File: src/rtl/blowfish128_feistel.sv
// Blowfish-128 Feistel round controller: sequences P-array subkeys, drives the F-function unit
// and applies output whitening. Define BLOWFISH128_DECRYPT_EN to add the Decrypt port (reversed subkey order).
module blowfish128_feistel #(
   parameter int ROUNDS = 16,
   parameter int PIDX_W = 5
) (
   input  logic              Clk,
   input  logic              RstN,
   input  logic [127:0]      InData,
   input  logic              InValid,
   output logic              InReady,
   output logic [127:0]      OutData,
   output logic              OutValid,
   input  logic              OutReady,
   output logic [PIDX_W-1:0] PIdx,
   input  logic [63:0]       PKey,
   output logic [63:0]       FX,
   output logic              FEnable,
   output logic              FClear,
   input  logic [63:0]       FY,
   input  logic              FValid
`ifdef BLOWFISH128_DECRYPT_EN
   ,
   input  logic              Decrypt
`endif
);

   typedef enum logic [2:0] {
      S_IDLE,
      S_XOR_P,
      S_F_WAIT,
      S_FIN0,
      S_FIN1,
      S_DONE
   } state_t;

   localparam logic [PIDX_W-1:0] LAST_ROUND = PIDX_W'(ROUNDS - 1);
   localparam logic [PIDX_W-1:0] FIN0_IDX   = PIDX_W'(ROUNDS);
   localparam logic [PIDX_W-1:0] FIN1_IDX   = PIDX_W'(ROUNDS + 1);

   state_t              state_q;
   logic [63:0]         l_q;
   logic [63:0]         r_q;
   logic [63:0]         fx_q;
   logic [127:0]        out_data_q;
   logic [PIDX_W-1:0]   round_q;
   logic [PIDX_W-1:0]   round_d;
   logic [PIDX_W-1:0]   pidx_q;
   logic                in_ready_q;
   logic                out_valid_q;
   logic                fenable_q;
   logic                fclear_q;
   logic                dec_q;
   logic                dec_start;

`ifdef BLOWFISH128_DECRYPT_EN
   assign dec_start = Decrypt;
`else
   assign dec_start = 1'b0;
`endif

   assign round_d = round_q + 1'b1;

   // Decrypt walks the P-array from the top: step i maps to index ROUNDS+1-i.
   function automatic logic [PIDX_W-1:0] key_idx(input logic [PIDX_W-1:0] step, input logic dec);
      return dec ? (FIN1_IDX - step) : step;
   endfunction

   always_ff @(posedge Clk or negedge RstN) begin
      if (!RstN) begin
         state_q     <= S_IDLE;
         l_q         <= '0;
         r_q         <= '0;
         fx_q        <= '0;
         out_data_q  <= '0;
         round_q     <= '0;
         pidx_q      <= '0;
         in_ready_q  <= 1'b1;
         out_valid_q <= 1'b0;
         fenable_q   <= 1'b0;
         fclear_q    <= 1'b1;
         dec_q       <= 1'b0;
      end else begin
         case (state_q)
            S_IDLE: begin
               if (InValid) begin
                  l_q        <= InData[127:64];
                  r_q        <= InData[63:0];
                  round_q    <= '0;
                  dec_q      <= dec_start;
                  pidx_q     <= key_idx('0, dec_start);
                  in_ready_q <= 1'b0;
                  state_q    <= S_XOR_P;
               end
            end
            S_XOR_P: begin
               l_q       <= l_q ^ PKey;
               fx_q      <= l_q ^ PKey;
               fenable_q <= 1'b1;
               fclear_q  <= 1'b0;
               state_q   <= S_F_WAIT;
            end
            S_F_WAIT: begin
               if (FValid) begin
                  l_q       <= r_q ^ FY;
                  r_q       <= l_q;
                  round_q   <= round_d;
                  pidx_q    <= key_idx(round_d, dec_q);
                  fenable_q <= 1'b0;
                  fclear_q  <= 1'b1;
                  state_q   <= (round_q == LAST_ROUND) ? S_FIN0 : S_XOR_P;
               end
            end
            S_FIN0: begin
               out_data_q[63:0] <= l_q ^ PKey;
               pidx_q           <= key_idx(FIN1_IDX, dec_q);
               state_q          <= S_FIN1;
            end
            S_FIN1: begin
               // Taking R for the upper half undoes the swap of the last round.
               out_data_q[127:64] <= r_q ^ PKey;
               out_valid_q        <= 1'b1;
               state_q            <= S_DONE;
            end
            S_DONE: begin
               if (OutReady) begin
                  out_valid_q <= 1'b0;
                  in_ready_q  <= 1'b1;
                  state_q     <= S_IDLE;
               end
            end
            default: begin
               state_q <= S_IDLE;
            end
         endcase
      end
   end

   assign InReady  = in_ready_q;
   assign OutData  = out_data_q;
   assign OutValid = out_valid_q;
   assign PIdx     = pidx_q;
   assign FX       = fx_q;
   assign FEnable  = fenable_q;
   assign FClear   = fclear_q;

endmodule

File: config.mk
export PLATFORM = sky130hd
export DESIGN_NAME = blowfish128_feistel
export DESIGN_NICKNAME = d
export VERILOG_FILES = /design/src/rtl/blowfish128_feistel.sv
export SDC_FILE = /design/constraint.sdc
export NUM_CORES = 1
export LEC_CHECK = 0
export BUFFER_PORTS_ARGS = -buffer_cell sky130_fd_sc_hd__buf_2
export CORE_MARGIN = 4
export CORE_UTILIZATION = 34
export CTS_CLUSTER_DIAMETER = 80
export DETAILED_ROUTE_END_ITERATION = 8
export GPL_TIMING_DRIVEN = 0
export PLACE_DENSITY = 0.67
export SETUP_SLACK_MARGIN = 0.02
export SYNTH_ARGS = -nofsm -noshare
export SYNTH_HDL_FRONTEND = slang
export SYNTH_SLANG_ARGS = --single-unit
export TNS_END_PERCENT = 10
File: constraint.sdc
create_clock -name Clk -period 1.6 [get_ports Clk]
set_input_delay 0.32 -clock Clk [delete_from_list [all_inputs] [get_ports Clk]]
set_output_delay 0.32 -clock Clk [all_outputs]
set_load 0.03 [all_outputs]
==> impl_metrics.py <==
metrics = {
    "detailed_routing": {
        "drc_errors": 0,
        "via_per_inst": 5.36,
        "routed_wl_mm": 61.6,
        "dr.pass1.iters": 5,
        "drtIter0Drc": 993,
        "wl_per_cell_um": 22.8,
        "vias": 14500,
        "drtAntennaViolNets": 0,
    },
    "yosys": {
        "synth-seq-cells": 337,
        "yosys-top-cells-area": "dfrtp_1 (52%), xnor2_1 (7.0%), o21ai_0 (6.0%), nor3b_2 (5.0%), nand2_1 (4.7%)",
        "synth-main-ff-cell": "dfrtp_1",
        "avgSynthCellArea_um2": 10.6,
        "synth_cells": 1536,
        "synthArstFlopShare": 1.00,
        "ys_seq_area_frac": 0.520,
        "synth_fp_nets": 1799,
        "yosys_warnings": 0,
        "syn_area_um2": 16200,
        "synth_edf_count": 0,
        "synth_top_area_frac": 0.516,
        "yosysUniqueCellTypes": 36,
        "synth_top_area_cell": "dfrtp_1",
    },
    "sta": {
        "fmax_mhz": 539,
        "hold_violations": 2,
        "slew_violations": 0,
        "relSlewSlack": 0.528,
        "fin_skew_ns": 0.0109,
        "final.period_utilization": 1.16,
        "rsz0062_at_grt": "true",
        "tightestPinTransition_ns": 0.708,
        "post-route-min-period_ns": 1.85,
        "fin_ws_ns": -0.254,
        "setup_viol": 309,
        "worst_hold_slack_ns": -0.00367,
        "fin_tns_setup_ns": -42.29,
    },
    "clock_tree": {
        "cts_buffer_depth": 3,
        "cts_buffers": 40,
        "htree_levels": 2,
        "cts-root-buf": "clkbuf_16",
        "clkTransAtPathRegs_ns": 0.06,
        "clock_latency_ns": 0.54,
        "cts.sinks": 337,
        "cts_tree": "done",
    },
    "global_routing": {
        "grt_pass1_wl_mm": 89.2,
        "track_usage": 0.226,
        "grt_overflow": 0,
        "grt_max_degree": 121,
        "grt_pass1_vias": 14900,
        "antenna_found_initial": 14,
    },
    "setup_path": {
        "critPathLaunchType": "flop",
        "cp-end-kind": "flop",
        "crit_slowest_cell": "dfrtp_2",
        "arrival_ns": 2.26,
        "required_ns": 2.01,
        "cp_num_buf_inv": 3,
        "cp_max_fo": 10,
        "path_common_cell": "buf_6",
        "max_stage_delay_ns": 0.44,
        "crit_chain": "buf_6 -> nand2b_4 -> a21o_1 -> buf_12 -> buf_6 -> a221oi_1 -> o2bb2ai_1",
        "crit_family": "compound AO/OA/AOI/OAI gates",
        "crit_type": "reg2reg",
    },
    "finish": {
        "drive_gt1_frac": 0.398,
        "nets": 2321,
        "num-fill-cells": 4282,
        "areaGrowthSynthToFinish_pct": 38.3,
        "final_cell_count_no_fill": 2704,
    },
    "place": {
        "finalWeightedCongestion": 0.919,
        "io_buffers": 461,
        "hpwl_mm": 43.6,
        "dp.cells": 2607,
    },
    "die": {
        "initial_core_util": 0.346,
        "ios": 462,
        "coreArea_um2": 46900,
        "die_w_um": 227,
        "fp.dieH_um": 227,
        "fp.dieArea_um2": 51300,
        "num_rows": 79,
    },
    "power_and_ir_drop": {
        "leakagePower_uw": 0.0104,
        "vdd_drop_max_mv": 1.07,
        "powerDensity_nw_per_um2": 2470,
    },
    "flow_run": {
        "maxCapViolations": 0,
    },
    "run_status": {
        "status": "finished, violations left",
        "violations": "hold timing, setup timing",
    },
    "worst_hold_path": {
        "min_path_type": "in2async",
    },
}
-- logic make-up (layout without fill, tap and decap cells) --
logic type,after synthesis,count (layout),synth area share
multiplexers,67,67,0.0415
AO/OA/AOI/OAI,470,470,0.177
flip-flops,337,337,0.520
buffers and inverters,111,660,0.0358
XOR/XNOR,194,194,0.105
other,0,12,0
AND/OR/NAND/NOR,355,355,0.120
adder cells (fa/ha/maj),2,2,0.00154
-- final cells by class --
| type | instances | area, um^2 | share of cell area |
|---|---|---|---|
| tap | 607 | 759 | 0.0338 |
| sequential | 337 | 8440 | 0.376 |
| clock inverter | 11 | 114 | 0.00507 |
| buffer | 108 | 1150 | 0.0513 |
| antenna | 12 | 30.0 | 0.00134 |
| multi-input combinational | 1088 | 8050 | 0.359 |
| inverter | 2 | 7.51 | 0.000334 |
| timing repair buffer | 481 | 2690 | 0.120 |
| clock buffer | 58 | 1210 | 0.0539 |
-- placed cells by master, fill, tap and decap left out, drive strengths merged, types with 3 or more instances in the layout --
cell,instances
o2bb2ai,64
nor2,72
a221oi,64
nand2b,3
mux2i,65
diode,12
nand2,204
a21oi,67
a21o,4
inv,3
dfrtp,335
clkbuf,96
nor3b,65
clkinv,6
nand3,3
o21ai,263
buf,550
xor2,65
xnor2,129
-- worst paths after layout --
check	startpoint	endpoint	slack, ns	depth (start not counted)
worst max register to register	state_q[0]	l_q[39]	-0.25	7
worst min-delay path	RstN	FX[40]	-0.004	3
worst min register to register	FX[33]	FX[33]	0.47	2
worst max-delay path	state_q[0]	l_q[39]	-0.25	7
max in group asynchronous	RstN	l_q[3]	0.68	4
min in group Clk	InData[62]	r_q[62]	0.05	3
-- power breakdown --
group          leakage (uW)  internal, uW  total [uW]  switching (uW)
sequential          0.00405         12700       16400            3660
combinational       0.00566         11400       29800           18400
clock              0.000654          5550        9240            3690
-- worst reg2reg max path: cells and delay by family, from the launching register on --
family,cells,cell delay (ns)
flip-flops,1,0.44
buffers and inverters,3,0.48
AND/OR/NAND/NOR,1,0.15
AO/OA/AOI/OAI,3,0.65
-- per-layer routing --
layer  part of all wire  track usage
met1               0.41        0.286
met2               0.49        0.375
met3              0.058       0.0419
met4              0.045        0.109
met5            0.00034            0
-- metrics by stage --
stage	setup slack, ns	area [um^2]	power (uW)	util	hold slack (ns)
after floorplan	-0.0656	16300	32400	-	0.0244
after global placement	-6.48	19300	40800	0.413	0.457
after detailed placement	-0.947	19400	41500	0.415	0.237
after CTS	-0.253	21400	52700	0.457	0.0143
after global routing	-0.320	22500	58600	0.479	0.00736
final	-0.254	22500	55400	0.479	-0.00367
-- state kept, by name, indices dropped and copies added (netlist names) --
signal / cells
OutData: 128
FX: 64
l_q: 64
r_q: 64
PIdx: 5
round_q: 5
state_q: 3
FClear: 1
FEnable: 1
InReady: 1
OutValid: 1
-- Yosys cell counts, types with 3 or more instances --
cell	count
dfrtp_1	335
nand2_1	204
o21ai_0	195
xnor2_1	129
nor2_1	72
o21ai_1	68
a21oi_1	67
mux2i_1	65
nor3b_2	65
xor2_1	65
a221oi_1	64
o2bb2ai_1	64
clkbuf_1	46
buf_2	44
buf_6	14
a21o_1	4
buf_1	4
nand2b_1	3
nand3_1	3
-- what timing repair did --
item,in CTS,in global routing
cloned,0,7
hold buffers,1,1
buffers inserted,4,4
pin swaps,6,47
endpoints found under the setup margin,337,425
resized for setup,175,188
endpoints found under the hold margin,37,37
Note: power is estimated with default switching activity, not from simulation.
